### src/rtl/ex_stage_ctrl_if.sv
// ---------------------------------------------------------------------------
// ex_stage_ctrl_if
// Operand/op bus between the execute-stage controller (requester) and the ALU.
//   alu_op    requester -> ALU  op code
//   alu_in_0  requester -> ALU  operand 0
//   alu_in_1  requester -> ALU  operand 1
//   alu_out   ALU -> requester  result
//   alu_of    ALU -> requester  signed overflow flag
// Modports: master = execute-stage controller, slave = ALU.
// ---------------------------------------------------------------------------
interface ex_stage_ctrl_if #(
  parameter int DAT_WIDTH = 32,
  parameter int OP_BUS    = 4
);
  logic [OP_BUS-1:0]    alu_op;
  logic [DAT_WIDTH-1:0] alu_in_0;
  logic [DAT_WIDTH-1:0] alu_in_1;
  logic [DAT_WIDTH-1:0] alu_out;
  logic                 alu_of;

  modport master (
    output alu_op, alu_in_0, alu_in_1,
    input  alu_out, alu_of
  );

  modport slave (
    input  alu_op, alu_in_0, alu_in_1,
    output alu_out, alu_of
  );
endinterface

### src/rtl/ex_stage_ctrl.sv
// ---------------------------------------------------------------------------
// ex_stage_ctrl
// Execute-stage controller. An input register (IR) captures decoded ops from
// ID and drives the ALU bus combinationally; the ALU result is captured into
// a registered EX/MEM payload. Signed overflow on ADDS/SUBS becomes a precise
// trap: writeback is suppressed and the stage stalls until exc_ack_i.
//
// Optional feature: define EX_FWD_EN to enable the EX->EX operand bypass
// (uses id_rs0_i/id_rs1_i). Without it the rs ports are unused.
//
// Ports:
//   clk, rst_n                 clock, async active-low reset
//   id_valid_i / id_ready_o    ID handshake
//   id_op_i, id_src0_i, id_src1_i, id_rs0_i, id_rs1_i,
//   id_dst_i, id_wr_en_i, id_pc_i         decoded instruction fields
//   alu                        ALU bus (master side of ex_stage_ctrl_if)
//   mem_ready_i                downstream accepts EX payload
//   ex_valid_o, ex_result_o, ex_dst_o, ex_wr_en_o   registered EX payload
//   exc_ovf_o, exc_pc_o, exc_ack_i                  overflow trap handshake
//   flush_i                    squash all in-flight state
// ---------------------------------------------------------------------------
module ex_stage_ctrl #(
  parameter int DAT_WIDTH  = 32,
  parameter int OP_BUS     = 4,
  parameter int REG_ADDR_W = 5
) (
  input  logic                  clk,
  input  logic                  rst_n,
  input  logic                  id_valid_i,
  output logic                  id_ready_o,
  input  logic [OP_BUS-1:0]     id_op_i,
  input  logic [DAT_WIDTH-1:0]  id_src0_i,
  input  logic [DAT_WIDTH-1:0]  id_src1_i,
  input  logic [REG_ADDR_W-1:0] id_rs0_i,
  input  logic [REG_ADDR_W-1:0] id_rs1_i,
  input  logic [REG_ADDR_W-1:0] id_dst_i,
  input  logic                  id_wr_en_i,
  input  logic [DAT_WIDTH-1:0]  id_pc_i,
  ex_stage_ctrl_if.master       alu,
  input  logic                  mem_ready_i,
  output logic                  ex_valid_o,
  output logic [DAT_WIDTH-1:0]  ex_result_o,
  output logic [REG_ADDR_W-1:0] ex_dst_o,
  output logic                  ex_wr_en_o,
  output logic                  exc_ovf_o,
  output logic [DAT_WIDTH-1:0]  exc_pc_o,
  input  logic                  exc_ack_i,
  input  logic                  flush_i
);

  // Only the signed add/sub codes raise traps.
  localparam logic [OP_BUS-1:0] ALU_OP_ADDS = OP_BUS'(2);
  localparam logic [OP_BUS-1:0] ALU_OP_SUBS = OP_BUS'(3);

  typedef enum logic {ST_RUN = 1'b0, ST_TRAP = 1'b1} state_e;
  state_e state_q, state_d;

  // IR (stage 0)
  logic                  ir_vld_q, ir_vld_d;
  logic [OP_BUS-1:0]     ir_op_q;
  logic [DAT_WIDTH-1:0]  ir_src0_q, ir_src1_q, ir_pc_q;
  logic [REG_ADDR_W-1:0] ir_dst_q;
  logic                  ir_we_q;

  // EX output register (stage 1)
  logic                  ex_vld_q, ex_vld_d;
  logic [DAT_WIDTH-1:0]  ex_res_q, ex_res_d;
  logic [REG_ADDR_W-1:0] ex_dst_q, ex_dst_d;
  logic                  ex_we_q, ex_we_d;
  logic                  exc_ovf_q, exc_ovf_d;
  logic [DAT_WIDTH-1:0]  exc_pc_q, exc_pc_d;

  logic                  advance, accept, trap_hit;
  logic [DAT_WIDTH-1:0]  opnd0, opnd1;

  // Operand selection, optionally bypassing the previous result.
`ifdef EX_FWD_EN
  logic [REG_ADDR_W-1:0] ir_rs0_q, ir_rs1_q;
  logic                  fwd0, fwd1;

  always_ff @(posedge clk) begin
    if (accept) begin
      ir_rs0_q <= id_rs0_i;
      ir_rs1_q <= id_rs1_i;
    end
  end

  // An overflowed result has ex_we_q=0, so it can never be bypassed.
  assign fwd0  = ex_vld_q && ex_we_q && (ex_dst_q != '0) && (ex_dst_q == ir_rs0_q);
  assign fwd1  = ex_vld_q && ex_we_q && (ex_dst_q != '0) && (ex_dst_q == ir_rs1_q);
  assign opnd0 = fwd0 ? ex_res_q : ir_src0_q;
  assign opnd1 = fwd1 ? ex_res_q : ir_src1_q;
`else
  logic unused_rs;
  assign unused_rs = ^{id_rs0_i, id_rs1_i};
  assign opnd0     = ir_src0_q;
  assign opnd1     = ir_src1_q;
`endif

  always_comb begin
    alu.alu_op   = ir_vld_q ? ir_op_q : '0;
    alu.alu_in_0 = ir_vld_q ? opnd0   : '0;
    alu.alu_in_1 = ir_vld_q ? opnd1   : '0;
  end

  // Handshake and FSM next state
  always_comb begin
    state_d    = state_q;
    advance    = ir_vld_q && (!ex_vld_q || mem_ready_i) && (state_q == ST_RUN);
    id_ready_o = (state_q == ST_RUN) && (!ir_vld_q || advance);
    accept     = id_valid_i && id_ready_o;
    trap_hit   = advance && alu.alu_of &&
                 ((ir_op_q == ALU_OP_ADDS) || (ir_op_q == ALU_OP_SUBS));
    if (flush_i) begin
      state_d = ST_RUN;
    end else begin
      case (state_q)
        ST_RUN:  if (trap_hit)  state_d = ST_TRAP;
        ST_TRAP: if (exc_ack_i) state_d = ST_RUN;
        default: state_d = ST_RUN;
      endcase
    end
  end

  // Register next-state. In TRAP the faulting payload is held in the output
  // register regardless of mem_ready_i; it only leaves on ack or flush.
  always_comb begin
    ir_vld_d  = ir_vld_q;
    ex_vld_d  = ex_vld_q;
    ex_res_d  = ex_res_q;
    ex_dst_d  = ex_dst_q;
    ex_we_d   = ex_we_q;
    exc_ovf_d = exc_ovf_q;
    exc_pc_d  = exc_pc_q;
    if (flush_i) begin
      ir_vld_d  = 1'b0;
      ex_vld_d  = 1'b0;
      ex_we_d   = 1'b0;
      exc_ovf_d = 1'b0;
    end else if (state_q == ST_TRAP) begin
      if (exc_ack_i) begin
        // Younger instruction in IR must not commit after the trap.
        ir_vld_d  = 1'b0;
        ex_vld_d  = 1'b0;
        ex_we_d   = 1'b0;
        exc_ovf_d = 1'b0;
      end
    end else begin
      if (advance) begin
        ex_vld_d = 1'b1;
        ex_res_d = alu.alu_out;
        ex_dst_d = ir_dst_q;
        ex_we_d  = ir_we_q && !trap_hit;
        if (trap_hit) begin
          exc_ovf_d = 1'b1;
          exc_pc_d  = ir_pc_q;
        end
      end else if (mem_ready_i) begin
        ex_vld_d = 1'b0;
        ex_we_d  = 1'b0;
      end
      if (accept)       ir_vld_d = 1'b1;
      else if (advance) ir_vld_d = 1'b0;
    end
  end

  // Stage 0: IR payload (data only, validity lives in ir_vld_q)
  always_ff @(posedge clk) begin
    if (accept) begin
      ir_op_q   <= id_op_i;
      ir_src0_q <= id_src0_i;
      ir_src1_q <= id_src1_i;
      ir_dst_q  <= id_dst_i;
      ir_we_q   <= id_wr_en_i;
      ir_pc_q   <= id_pc_i;
    end
  end

  // Stage 1: control state and EX output register
  always_ff @(posedge clk or negedge rst_n) begin
    if (!rst_n) begin
      state_q   <= ST_RUN;
      ir_vld_q  <= 1'b0;
      ex_vld_q  <= 1'b0;
      ex_res_q  <= '0;
      ex_dst_q  <= '0;
      ex_we_q   <= 1'b0;
      exc_ovf_q <= 1'b0;
      exc_pc_q  <= '0;
    end else begin
      state_q   <= state_d;
      ir_vld_q  <= ir_vld_d;
      ex_vld_q  <= ex_vld_d;
      ex_res_q  <= ex_res_d;
      ex_dst_q  <= ex_dst_d;
      ex_we_q   <= ex_we_d;
      exc_ovf_q <= exc_ovf_d;
      exc_pc_q  <= exc_pc_d;
    end
  end

  assign ex_valid_o  = ex_vld_q;
  assign ex_result_o = ex_res_q;
  assign ex_dst_o    = ex_dst_q;
  assign ex_wr_en_o  = ex_we_q;
  assign exc_ovf_o   = exc_ovf_q;
  assign exc_pc_o    = exc_pc_q;

endmodule

### src/flat_wrapper.sv
// flat-port wrapper written by rule: the top's interface ports become plain ports
module ex_stage_ctrl_flat 
#(
  parameter int DAT_WIDTH  = 32,
  parameter int OP_BUS     = 4,
  parameter int REG_ADDR_W = 5
)
  (clk, rst_n, id_valid_i, id_ready_o, id_op_i, id_src0_i, id_src1_i, id_rs0_i, id_rs1_i, id_dst_i, id_wr_en_i, id_pc_i, mem_ready_i, ex_valid_o, ex_result_o, ex_dst_o, ex_wr_en_o, exc_ovf_o, exc_pc_o, exc_ack_i, flush_i, alu_alu_op, alu_alu_in_0, alu_alu_in_1, alu_alu_out, alu_alu_of);
  ex_stage_ctrl_if #(.DAT_WIDTH(DAT_WIDTH), .OP_BUS(OP_BUS)) alu_i ();
  input  logic clk;
  input  logic rst_n;
  input  logic id_valid_i;
  output logic id_ready_o;
  input  logic [OP_BUS-1:0] id_op_i;
  input  logic [DAT_WIDTH-1:0] id_src0_i;
  input  logic [DAT_WIDTH-1:0] id_src1_i;
  input  logic [REG_ADDR_W-1:0] id_rs0_i;
  input  logic [REG_ADDR_W-1:0] id_rs1_i;
  input  logic [REG_ADDR_W-1:0] id_dst_i;
  input  logic id_wr_en_i;
  input  logic [DAT_WIDTH-1:0] id_pc_i;
  input  logic mem_ready_i;
  output logic ex_valid_o;
  output logic [DAT_WIDTH-1:0] ex_result_o;
  output logic [REG_ADDR_W-1:0] ex_dst_o;
  output logic ex_wr_en_o;
  output logic exc_ovf_o;
  output logic [DAT_WIDTH-1:0] exc_pc_o;
  input  logic exc_ack_i;
  input  logic flush_i;
  output wire logic [$bits(alu_i.alu_op)-1:0] alu_alu_op;
  output wire logic [$bits(alu_i.alu_in_0)-1:0] alu_alu_in_0;
  output wire logic [$bits(alu_i.alu_in_1)-1:0] alu_alu_in_1;
  input wire logic [$bits(alu_i.alu_out)-1:0] alu_alu_out;
  input wire logic [$bits(alu_i.alu_of)-1:0] alu_alu_of;
  assign alu_alu_op = alu_i.alu_op;
  assign alu_alu_in_0 = alu_i.alu_in_0;
  assign alu_alu_in_1 = alu_i.alu_in_1;
  assign alu_i.alu_out = alu_alu_out;
  assign alu_i.alu_of = alu_alu_of;
  ex_stage_ctrl #(.DAT_WIDTH(DAT_WIDTH), .OP_BUS(OP_BUS), .REG_ADDR_W(REG_ADDR_W)) u_core (.clk(clk), .rst_n(rst_n), .id_valid_i(id_valid_i), .id_ready_o(id_ready_o), .id_op_i(id_op_i), .id_src0_i(id_src0_i), .id_src1_i(id_src1_i), .id_rs0_i(id_rs0_i), .id_rs1_i(id_rs1_i), .id_dst_i(id_dst_i), .id_wr_en_i(id_wr_en_i), .id_pc_i(id_pc_i), .alu(alu_i), .mem_ready_i(mem_ready_i), .ex_valid_o(ex_valid_o), .ex_result_o(ex_result_o), .ex_dst_o(ex_dst_o), .ex_wr_en_o(ex_wr_en_o), .exc_ovf_o(exc_ovf_o), .exc_pc_o(exc_pc_o), .exc_ack_i(exc_ack_i), .flush_i(flush_i));
endmodule
### config.mk
export PLATFORM = sky130hd
export DESIGN_NAME = ex_stage_ctrl_flat
export DESIGN_NICKNAME = d
export VERILOG_FILES = /design/src/rtl/ex_stage_ctrl_if.sv /design/src/rtl/ex_stage_ctrl.sv /design/src/flat_wrapper.sv
export SDC_FILE = /design/constraint.sdc
export NUM_CORES = 1
export LEC_CHECK = 0
export ABC_AREA = 1
export BUFFER_PORTS_ARGS = -buffer_cell sky130_fd_sc_hd__buf_2
export CAP_MARGIN = 20
export CORE_UTILIZATION = 47
export CTS_CLUSTER_DIAMETER = 40
export CTS_CLUSTER_SIZE = 40
export DETAILED_ROUTE_END_ITERATION = 8
export PLACE_DENSITY = 0.75
export SLEW_MARGIN = 10
export SYNTH_ARGS = -nofsm -noshare
export SYNTH_HDL_FRONTEND = slang
export SYNTH_SLANG_ARGS = --single-unit
export TNS_END_PERCENT = 1
### constraint.sdc
create_clock -name clk -period 4.1 [get_ports clk]
set_input_delay 0.205 -clock clk [delete_from_list [all_inputs] [get_ports clk]]
set_output_delay 0.205 -clock clk [all_outputs]
set_load 0.01 [all_outputs]
== Word level (Yosys, flattened, before mapping) ==
Index checks and enable logic that the tools add are counted.
W data, S select, Z words.
Cells by class
  reductions and logical operators: 22
  bitwise gates (word level): 2
  mux-type cells: 23
  eq/ne operators: 3
Operator list (number)
  $mux W32: 2
  $mux W1: 19
  $eq A4 B2 Y1 const B: 2
  $reduce_bool A4 Y1: 2
  $logic_and A1 B1 Y1: 7
  $reduce_and A3 Y1: 2
  $reduce_bool A3 Y1: 2
  $mux W4: 1
  $reduce_and A2 Y1: 2
  $reduce_and A4 Y1: 1
  $logic_not A1 Y1: 3
  $logic_or A1 B1 Y1: 3
  $ne A3 B3 Y1 const B: 1
  $not A1 Y1: 2
  $pmux W1 S2: 1
Word-level totals
  input bits: 155
  flip-flop bits (word level): 180
  output and inout port bits: 141
  word-level logic and storage cells: 64

== Longest topological paths before layout ==
  word-level depth: 11
  depth in mapped cells: 7
  mapped depth without buffers: 6

== Worst setup path before layout ==
OpenSTA, ideal clock, no wires.
  kind: register -> register
  from: reg u_core.ir_vld_q
  to: reg u_core.ir_dst_q[0] (enable)
  cell stages (with the launch flop): 7
  buffers on the path: 1
  library setup time: 460 ps
  slack: 723 ps
  arrival: 2918 ps
  data required time: 3640 ps
  period minus slack after synthesis: 3377 ps
  cells stage by stage: dfrtp_1 buf_4 nand3_1 nand2_1 inv_1 nand2_1 inv_1
On the way
  cells in the longest elaborated chain, start to end: 5
  elaborated cells between the ends (all ways): 6
  those cells by class: reduce/logical: 6
RTL lines
  start: declaration: line ex_stage_ctrl.sv:59  | logic ir_vld_q, ir_vld_d;
  start signal: assignment: line ex_stage_ctrl.sv:192  | ir_vld_q <= ir_vld_d;
  $logic_and A1 B1 Y1 (2 in a row): line ex_stage_ctrl.sv:109  | advance = ir_vld_q && (!ex_vld_q || mem_ready_i) && (state_q == ST_RUN);
  $logic_or A1 B1 Y1 (*): line ex_stage_ctrl.sv:110  | id_ready_o = (state_q == ST_RUN) && (!ir_vld_q || advance);
  $logic_and A1 B1 Y1 (*): line ex_stage_ctrl.sv:110
  net id_ready_o: line flat_wrapper.sv:13  | output logic id_ready_o;
  $logic_and A1 B1 Y1 (*): line ex_stage_ctrl.sv:111  | accept = id_valid_i && id_ready_o;
  net u_core.accept: line ex_stage_ctrl.sv:73  | logic advance, accept, trap_hit;
  end signal: assignment: line ex_stage_ctrl.sv:173  | ir_dst_q <= id_dst_i;
  end: declaration: line ex_stage_ctrl.sv:62  | logic [REG_ADDR_W-1:0] ir_dst_q;
Mark *: on every way through the listed nets, which the timed path passes. The rest lies on a longest branch.
A chain may end at the register's enable or synchronous reset.

== Worst setup path in the final report ==
  from: reg u_core.ir_op_q[2]
  to: reg u_core.exc_pc_q[9], in the netlist u_core.exc_pc_o[9]
On the way
  cells in the longest elaborated chain, start to end: 4
  elaborated cells between the ends (all ways): 5
  those cells by class: eq/ne: 2; reduce/logical: 3
RTL lines
  start: declaration: line ex_stage_ctrl.sv:60  | logic [OP_BUS-1:0] ir_op_q;
  start signal: assignment: line ex_stage_ctrl.sv:170  | ir_op_q <= id_op_i;
  $eq A4 B2 Y1: line ex_stage_ctrl.sv:113  | ((ir_op_q == ALU_OP_ADDS) || (ir_op_q == ALU_OP_SUBS));
  $logic_or A1 B1 Y1 (*): line ex_stage_ctrl.sv:113
  $logic_and A1 B1 Y1 (*): line ex_stage_ctrl.sv:112  | trap_hit = advance && alu.alu_of &&
  $reduce_and A4 Y1 (no source line) (*)
  end signal: assignment: line ex_stage_ctrl.sv:198  | exc_pc_q <= exc_pc_d;
  end: declaration: line ex_stage_ctrl.sv:71  | logic [DAT_WIDTH-1:0] exc_pc_q, exc_pc_d;
Every way passes the cells marked *; elsewhere a longest branch is shown, timed or not.

==> results.sh <==
export IMPL_rsz0062_at_grt="false"
export IMPL_cts_sinks=180
export IMPL_max_slew_margin=0.370
export IMPL_crit_start="u_core.ir_op_q[2]$_DFFE_PP_"
export IMPL_fp_coreArea_um2=13900
export IMPL_drv_cap=0
export IMPL_synth_adder_area_share=0
export IMPL_ys_top_cells_by_area="edfxtp_1 (47%), dfrtp_1 (27%), nand2_1 (12%), inv_1 (4.1%), nand3_1 (3.1%)"
export IMPL_hp_class="in -> reg"
export IMPL_max_stage_delay_ns=0.89
export IMPL_synth_cell_types=20
export IMPL_grt_pass1_vias=5755
export IMPL_path_class="reg -> reg"
export IMPL_grt_overflow=0
export IMPL_synthSimpleGateAreaFrac=0.163
export IMPL_leakage_uw=0.00539
export IMPL_slowest_stage="nor2_4"
export IMPL_final_util=0.724
export IMPL_cts_tree="built"
export IMPL_crit_path_start_kind="flip-flop"
export IMPL_dr_pass1_iters=4
export IMPL_die_w_um=122
export IMPL_numPortBuffers=285
export IMPL_wire_per_inst_um=16.8
export IMPL_r2r_end="u_core.exc_pc_o[9]$_DFFE_PN0P_"
export IMPL_io_pins=296
export IMPL_crit_path_end="u_core.exc_pc_o[9]$_DFFE_PN0P_"
export IMPL_synth_compound_area_frac=0.0273
export IMPL_p_per_area_nw_per_um2=458
export IMPL_layout_nets=1146
export IMPL_layout_min_cycle_time_ns=2.41
export IMPL_synth_seq_cells=180
export IMPL_syn_nets=743
export IMPL_finalSetupViolCount=0
export IMPL_gp_congestion=0.803
export IMPL_worst_pin_slew_ns=0.945
export IMPL_grt_pass1_wl_mm=29.7
export IMPL_synth_top_area_frac=0.472
export IMPL_muxShareOfSynthArea=0
export IMPL_crit_fanout=36
export IMPL_ant_nets=0
export IMPL_dpl_hpwl_mm=10.4
export IMPL_cp_common_cell="nand2_1"
export IMPL_area_growth_pct=49.6
export IMPL_clk_pin_slew_worst_paths_ns=0.06
export IMPL_gr_usage_all_layers=0.273
export IMPL_cts_buffers=17
export IMPL_fin_crit_sh=0.587
export IMPL_worst_path_stages=5
export IMPL_drtIter0Drc=341
export IMPL_end_kind="flip-flop"
export IMPL_synth_xor_area_share=0
export IMPL_antenna_found_initial=1
export IMPL_ys_warnings_count=0
export IMPL_fin_skew_ns=0.0125
export IMPL_fmax_ghz=0.416
export IMPL_crit_arrival_ns=2.77
export IMPL_finalSetupTns_ns=0
export IMPL_synth_top_family_by_area="simple AND/OR/NAND/NOR gates"
export IMPL_remaining_drc_errors=0
export IMPL_via_count=5733
export IMPL_grt_max_degree=75
export IMPL_timing_final_ws_setup_ns=1.69
export IMPL_crit_required_ns=4.46
export IMPL_reg2reg_setup_slack_ns=1.69
export IMPL_fp_dieH_um=122
export IMPL_worstRegToRegCells=5
export IMPL_ys_seq_area_frac=0.746
export IMPL_synthesis_area_um2=6750
export IMPL_start_util=0.484
export IMPL_avgSynthCellArea_um2=11.5
export IMPL_vdd_drop_max_uv=301
export IMPL_synthCells=588
export IMPL_routed_wl_mm=19.9
export IMPL_post_place_ws_ns=1.72
export IMPL_reg2reg_from="u_core.ir_op_q[2]$_DFFE_PP_"
export IMPL_viasPerCell=4.84
export IMPL_drive_gt1_frac=0.326
export IMPL_clkLatencyLatePin_ns=0.43
export IMPL_cp_cell_sequence="nor2_1 > nand3_2 > nor2_4 > nand2_1 > nand2_1"
export IMPL_path_delay_family="simple AND/OR/NAND/NOR gates"
export IMPL_cts_buffer_depth=2
export IMPL_final_cell_mix="buf_2 (284), nand2_1 (216), dlygate4sd3_1 (123)"
export IMPL_layout_commonest_cell="buf_2"
export IMPL_yosysTopAreaCell="edfxtp_1"
export IMPL_die_area_um2=14800
export IMPL_status="finished, final reports clean"
export IMPL_drv_slew=0
export IMPL_cts_root_buf="clkbuf_16"
export IMPL_worst_path_buf_inv=0
export IMPL_hold_viol=0
export IMPL_cts_resized_gates=0
export IMPL_cts_htree_levels=4
export IMPL_rows=43
## stage by stage
stage | instance area, µm² | instances | hold slack [ns] | total power [µW]
floorplan | 6750 | 588 | -0.0906 | 2600
global placement | 8290 | 1029 | 0.381 | 2920
detailed placement | 8290 | 1029 | 0.383 | 2950
CTS | 10100 | 1184 | 0.00320 | 4600
global route | 10100 | 1185 | 0.0159 | 4810
finish | 10100 | 1185 | 0.0165 | 4620
## cell families (layout without fill, tap and decap cells)
family	Yosys count	count (layout)
and+or+nand+nor	269	269
DFF	180	180
buffers and inverters	103	519
AOI/OAI and AO/OA	36	36
other	0	1
## cell usage after synthesis, drive strengths merged
cell type,n
nand3,44
edfxtp,106
nand2,216
a21oi,2
nor2,8
inv,74
o21ai,34
nand4,1
dfrtp,74
buf,14
clkbuf,15
## area by class of cell
cell class,count,area (µm²)
Antenna cell,1,2.50
Clock buffer,21,472
Clock inverter,11,97.6
Fill cell,890,3840
Inverter,74,280
Multi-Input combinational cell,305,1280
Sequential cell,180,5040
Tap cell,180,225
Timing Repair Buffer,413,2700
## routing by layer
metal	GRT usage	wire [µm]
met1	0.298	7270
met2	0.478	10300
met3	0.0810	1640
met4	0.143	745
met5	0	0
## flip-flops by register name, indices dropped and copies added, names as in the netlist, 4 cells and up
name,cells
u_core.ex_result_o,32
u_core.exc_pc_o,32
u_core.ir_pc_q,32
u_core.ir_src0_q,32
u_core.ir_src1_q,32
u_core.ex_dst_o,5
u_core.ir_dst_q,5
u_core.ir_op_q,4
## how the worst min path moves through the flow
stage / slack (ns) / endpoint / startpoint / cells after the start
floorplan: -0.09 / u_core.ex_dst_o[0]$_DFFE_PN0P_ / rst_n / 0
global route: 0.02 / u_core.ex_result_o[18]$_DFFE_PN0P_ / alu_alu_out[18] / 3
finish: 0.02 / u_core.ex_result_o[27]$_DFFE_PN0P_ / alu_alu_out[27] / 3
global placement: 0.38 / u_core.ir_src1_q[12]$_DFFE_PP_ / id_src1_i[12] / 1
detailed placement: 0.38 / u_core.ir_src0_q[17]$_DFFE_PP_ / id_src0_i[17] / 1
CTS: 0.003 / u_core.ex_result_o[27]$_DFFE_PN0P_ / alu_alu_out[27] / 3
## tightest hold or removal path: stages
cell and delay, ns:
buf_2 0.08, nand3_1 0.07, nand2_1 0.06
## what timing repair did
| action | in CTS | in global routing |
|---|---|---|
| setup buffers | 0 | 0 |
| hold buffers | 123 | 0 |
| endpoints found under the hold margin | 196 | 0 |
## report_power, final
part | total [µW] | internal (µW) | switching [µW]
Combinational | 788 | 340 | 448
Sequential | 2250 | 2150 | 97.9
Clock | 1580 | 891 | 692
(Power assumes the default switching activity.)
